[config.mk]
export PLATFORM = sky130hd
export DESIGN_NAME = serial_twos_comp_mc
export DESIGN_NICKNAME = d
export VERILOG_FILES = /design/src/rtl/serial_twos_comp_mc.sv
export SDC_FILE = /design/constraint.sdc
export NUM_CORES = 1
export LEC_CHECK = 0
export CAP_MARGIN = 20
export CELL_PAD_IN_SITES_DETAIL_PLACEMENT = 1
export CELL_PAD_IN_SITES_GLOBAL_PLACEMENT = 1
export CORE_MARGIN = 1
export CORE_UTILIZATION = 49
export DETAILED_ROUTE_END_ITERATION = 6
export DONT_BUFFER_PORTS = 1
export PLACE_DENSITY_LB_ADDON = 0.15
export SYNTH_ARGS = -nofsm -noshare
export SYNTH_HDL_FRONTEND = slang
export SYNTH_SLANG_ARGS = --single-unit
[constraint.sdc]
create_clock -name t_clk -period 3.2 [get_ports t_clk]
set_input_delay 0.32 -clock t_clk [delete_from_list [all_inputs] [get_ports t_clk]]
set_output_delay 0.32 -clock t_clk [all_outputs]
set_load 0.01 [all_outputs]
[src/rtl/serial_twos_comp_mc.sv]
// Multi-channel bit-serial two's complement negator.
// LSB-first words, per-channel negate mode, abort on restart.
module serial_twos_comp_mc #(
  parameter int WIDTH = 8,
  parameter int CH    = 4
) (
  input  logic          t_clk,
  input  logic          r_n,
  input  logic          start,
  input  logic          in_valid,
  input  logic [CH-1:0] i,
  input  logic [CH-1:0] neg_en,
  output logic [CH-1:0] y,
  output logic          out_valid,
  output logic          out_last,
  output logic [CH-1:0] ovf,
  output logic          busy,
  output logic          abort
);

  localparam int CW = $clog2(WIDTH);
  localparam logic [CW-1:0] LAST = CW'(WIDTH - 1);

  typedef enum logic {
    IDLE = 1'b0,
    RUN  = 1'b1
  } st_e;

  st_e st_q, st_d;

  logic [CW-1:0] cnt_q, cnt_d;
  logic [CW-1:0] idx;
  logic [CH-1:0] mode_q, mode_d;
  logic [CH-1:0] seen_q, seen_d;
  logic [CH-1:0] seen_b, mode_e;
  logic [CH-1:0] y_q, y_d;
  logic [CH-1:0] ovf_q, ovf_d;
  logic          ov_q, ov_d;
  logic          ol_q, ol_d;
  logic          ab_q, ab_d;
  logic          run;
  logic          restart;
  logic          take;
  logic          is_last;

  assign run     = (st_q == RUN);
  assign restart = in_valid & start;
  assign take    = in_valid & (start | run);

  // A restart overrides the word in flight: bit 0, fresh mode.
  assign idx     = restart ? '0 : cnt_q;
  assign seen_b  = restart ? '0 : seen_q;
  assign mode_e  = restart ? neg_en : mode_q;
  assign is_last = take & (idx == LAST);

  // State register
  always_ff @(posedge t_clk or negedge r_n) begin
    if (!r_n) begin
      st_q <= IDLE;
    end else begin
      st_q <= st_d;
    end
  end

  // Next-state: enter on start, leave after the MSB
  always_comb begin
    st_d = st_q;
    unique case (st_q)
      IDLE: if (restart) st_d = RUN;
      RUN:  if (is_last) st_d = IDLE;
      default: st_d = IDLE;
    endcase
  end

  // FSM outputs
  always_comb begin
    busy = run;
  end

  // Datapath next-state: count, seen_one, serial result
  always_comb begin
    cnt_d  = cnt_q;
    mode_d = mode_q;
    seen_d = seen_q;
    y_d    = y_q;
    ovf_d  = '0;
    ov_d   = take;
    ol_d   = is_last;
    ab_d   = restart & run;
    if (take) begin
      mode_d = mode_e;
      seen_d = seen_b | i;
      y_d    = i ^ (mode_e & seen_b);
      cnt_d  = is_last ? '0 : idx + CW'(1);
    end
    if (is_last) begin
      ovf_d = mode_e & ~seen_b & i;
    end
  end

  // Datapath registers
  always_ff @(posedge t_clk or negedge r_n) begin
    if (!r_n) begin
      cnt_q  <= '0;
      mode_q <= '0;
      seen_q <= '0;
      y_q    <= '0;
      ovf_q  <= '0;
      ov_q   <= 1'b0;
      ol_q   <= 1'b0;
      ab_q   <= 1'b0;
    end else begin
      cnt_q  <= cnt_d;
      mode_q <= mode_d;
      seen_q <= seen_d;
      y_q    <= y_d;
      ovf_q  <= ovf_d;
      ov_q   <= ov_d;
      ol_q   <= ol_d;
      ab_q   <= ab_d;
    end
  end

  assign y         = y_q;
  assign ovf       = ovf_q;
  assign out_valid = ov_q;
  assign out_last  = ol_q;
  assign abort     = ab_q;

endmodule

==> results.md <==
- The area overhead of the layout relative to synthesis is 6.37%.
- The clock passes through at most 2 buffers.
- The number of global-route vias before repair came to 699.
- The mapped netlist covers 982 um2.
- The tool flagged a number of max-cap violations equal to 0.
- The number of antenna diodes in the final layout is 0.
- The remaining antenna violation count after routing is 0.
- The setup path with the least slack is of type reg -> reg.
- The clock reaches the later pin of the worst-skew pair after 0.31 ns.
- The count of input and output buffers is 0.
- The clock root buffer is clkbuf_4.
- For this configuration, the core starts out at a cell density of 54.5%.
- The clock tree skew after final layout is 0.00660 ns.
- The transition time at the pin with the least slew margin is 0.556 ns.
- The largest net degree at the start of global routing is 24.
- The initial antenna violation count is 0.
- In this run the biggest area consumer among cell types represents 58.6% of the synthesized area.
- The tree built by TritonCTS fans out to 23 sinks.
- The number of detailed-route iterations in the first pass is 4.
- The floorplan has 15 rows.
- Walking the worst path, the cells encountered are inv_1, a21oi_1, ha_1, ha_1, o211a_1, and3_1.
- In this run the worst hold path is classified as in -> reg.
- The time the final worst path needs with I/O delays and setup is 1.47 ns.
- The unique cell type count in the Yosys netlist is 21.
- The worst setup timing slack at the placement stage is 1.61 ns.
- The leakage power is 0.531 nW.
- The dominant cell type by count on the critical path is ha_1.
- The delay contributed by the slowest stage of the critical path is 0.38 ns.
- The hold violation total from the final report was 0.
- The worst setup path is launched from a flip-flop.
- The library cells used most frequently in the layout, excluding fill and tap cells, are 23 x dfrtp_1, 9 x nand2_1, 8 x o21ai_0.
- The filler cells instantiated in the layout total 210.
- The global-route congestion overflow total is 0.
- The biggest area contributor in the post-synthesis netlist is dfrtp_1.
- For the final routed database, the setup TNS stands at 0 ns.
- The power density relative to cell area is 561 nW/um2.
- The worst path uses 45.9% of the clock period.
- The average detailed-routed wire length per instance is 16.4 um.
- TritonCTS built the clock tree.
- In the post-route analysis, the smallest setup slack over all paths is 1.73 ns.
- The area of the die is 2190 um2.
- The cell with the largest stage delay on the worst path is dfrtp_1.
- The die is 46.8 um tall.
- The number of gates given a new drive strength after cts is 0.
- The count of vias placed by the detailed router is 708.
- The first-iteration detailed-routing DRC count is 8.
- In this run the number of H-tree levels came out at 1.
- The number of nets handed over by synthesis was 106.
- The multi-input gate area in the final layout is 363 um2.
- The congestion estimate from routability-driven global placement came to 0.731.
- By area the synthesized netlist is led by dfrtp_1 59%, a21bo_1 4.1%, o21ai_0 4.1%, a22o_1 3.6%, nand2_1 3.4%.
- Detailed placement finished with a half-perimeter wire length of 1360 um.
- The cell count after synthesis came out at 92.
- The global routing usage summed across all routing layers is 20.7%.
- The run finished with clean final reports.
- Synthesis inferred 23 register bits.
- In the routed design, unresolved DRC markers number 0.
- The final-report setup violation count is 0.
- Timing would allow up to 0.680 GHz.
- The first global-routing pass estimated 3040 um of wire.
- The total wire length is 1960 um.
- The average vias per placed instance is 5.90.
- The count of pins on the block boundary is 24.
- The number of CTS-inserted buffers is 3.
- The worst pin sits at a relative slew slack of 62.8%.
- The clock transition at the registers of the reported paths is 0.12 ns.
- The sequential element share of the synthesized area is 58.6%.
- Data arrives at the worst endpoint at 1.68 ns.
- VDD sags by at most 298 uV.
- The number of instances in the placed design is 114.
- In this run the horizontal extent of the chip is 46.8 um.
- In the final layout, the share of cells above drive strength 1 is 6.32%.
- The final-report max-slew violation count came to 0.
- The worst setup path is captured at a flip-flop.
- The mean instance size in the synthesized netlist is 10.7 um2.
- For this run, the number of Yosys warnings is 0.
- The most common library cell in the layout ignoring fill and taps is dfrtp_1.
- The total number of nets in the final design is 110.
- After the flow finishes, the layout carries non-filler instances totaling 120.
- The area inside the core boundary is 1800 um2.
- Setup repair after global routing left no endpoint under its margin.
- The highest net fanout along the worst path is 5.
- Data on the critical path is required at its endpoint by 3.41 ns.
- The total area of sequential cells is 576 um2.
metal layers:
metal | routed length (um) | track usage (%) | vias to the layer above
li1 | - | - | 328
met1 | 878 | 24.3 | 356
met2 | 961 | 35.8 | 20
met3 | 90 | 4.23 | 4
met4 | 33 | 10.3 | 0
met5 | 0 | 0 | -
flip-flops by register name (all words and copies together), names as in the netlist:
| register | flops |
|---|---|
| abort | 1 |
| busy | 1 |
| cnt_q | 3 |
| mode_q | 4 |
| out_last | 1 |
| out_valid | 1 |
| ovf | 4 |
| seen_q | 4 |
| y | 4 |
synth_stat cells (all sizes together):
master	instances
or3	4
inv	7
and3	5
nand2	9
a22o	4
nor2	4
buf	3
and2	2
o32ai	1
ha	2
a21oi	3
o211a	1
o21ai	9
nand3	4
a21bo	4
dfrtp	23
a31oi	5
nand3b	2
worst paths after layout:
check,from,endpoint,slack (ns),cells after the start
worst min-delay path,in_valid,busy,0.1,1
max in group asynchronous,r_n,busy,2.29,2
worst max register to register,cnt_q[0],ovf[3],1.73,6
worst min register to register,cnt_q[1],cnt_q[1],0.48,2
min in group asynchronous,r_n,ovf[1],0.42,1
worst max-delay path,cnt_q[0],ovf[3],1.73,6
power by group:
group          internal (mW)  switching (mW)  leakage, nW
logic                 0.0438          0.0511        0.233
clock network         0.0468          0.0869       0.0177
registers              0.329          0.0279        0.280
total                  0.420           0.166        0.531
kinds of logic (layout without fill, tap and decap cells):
kind of cell	count (synthesis)	in the layout	share of synthesized area [%]
adder cells (fa/ha/maj)	2	2	2.55
AO/OA/AOI/OAI	27	27	18.9
flip-flops	23	23	58.6
AND/OR/NAND/NOR	30	30	15.5
buffers and inverters	10	13	4.46
through the flow:
stage | area [um2] | utilization (%) | hold slack [ns] | power [mW]
global placement | 996 | 55.3 | 0.0248 | 0.445
finish | 1040 | 58.0 | 0.0976 | 0.586
global route | 1040 | 58.0 | 0.0795 | 0.624
floorplan | 982 | - | 0.0244 | 0.433
detailed placement | 996 | 55.3 | 0.0248 | 0.452
CTS | 1030 | 57.4 | 0.0776 | 0.597
timing repair:
action | 4_1_cts | 5_1_grt
hold buffers | 1 | 0
buffers inserted | 0 | 0
hold endpoints to repair | 23 | 0
area by class of cell:
| cell class | count | area share, % |
|---|---|---|
| Tap cell | 25 | 2.99 |
| Inverter | 7 | 2.51 |
| Sequential cell | 23 | 55.1 |
| Clock buffer | 3 | 2.16 |
| Clock inverter | 1 | 0.479 |
| Timing Repair Buffer | 2 | 2.04 |
| Multi-Input combinational cell | 59 | 34.7 |
critical path: cells and delay by family, from the launching register on:
family                     cells  cell delay [ns]
and+or+nand+nor                1             0.20
DFF                            1             0.38
adders and majority gates      2             0.46
AOI/OAI and AO/OA              2             0.24
buffers and inverters          1             0.09
Note: power is estimated with default switching activity, not from simulation.
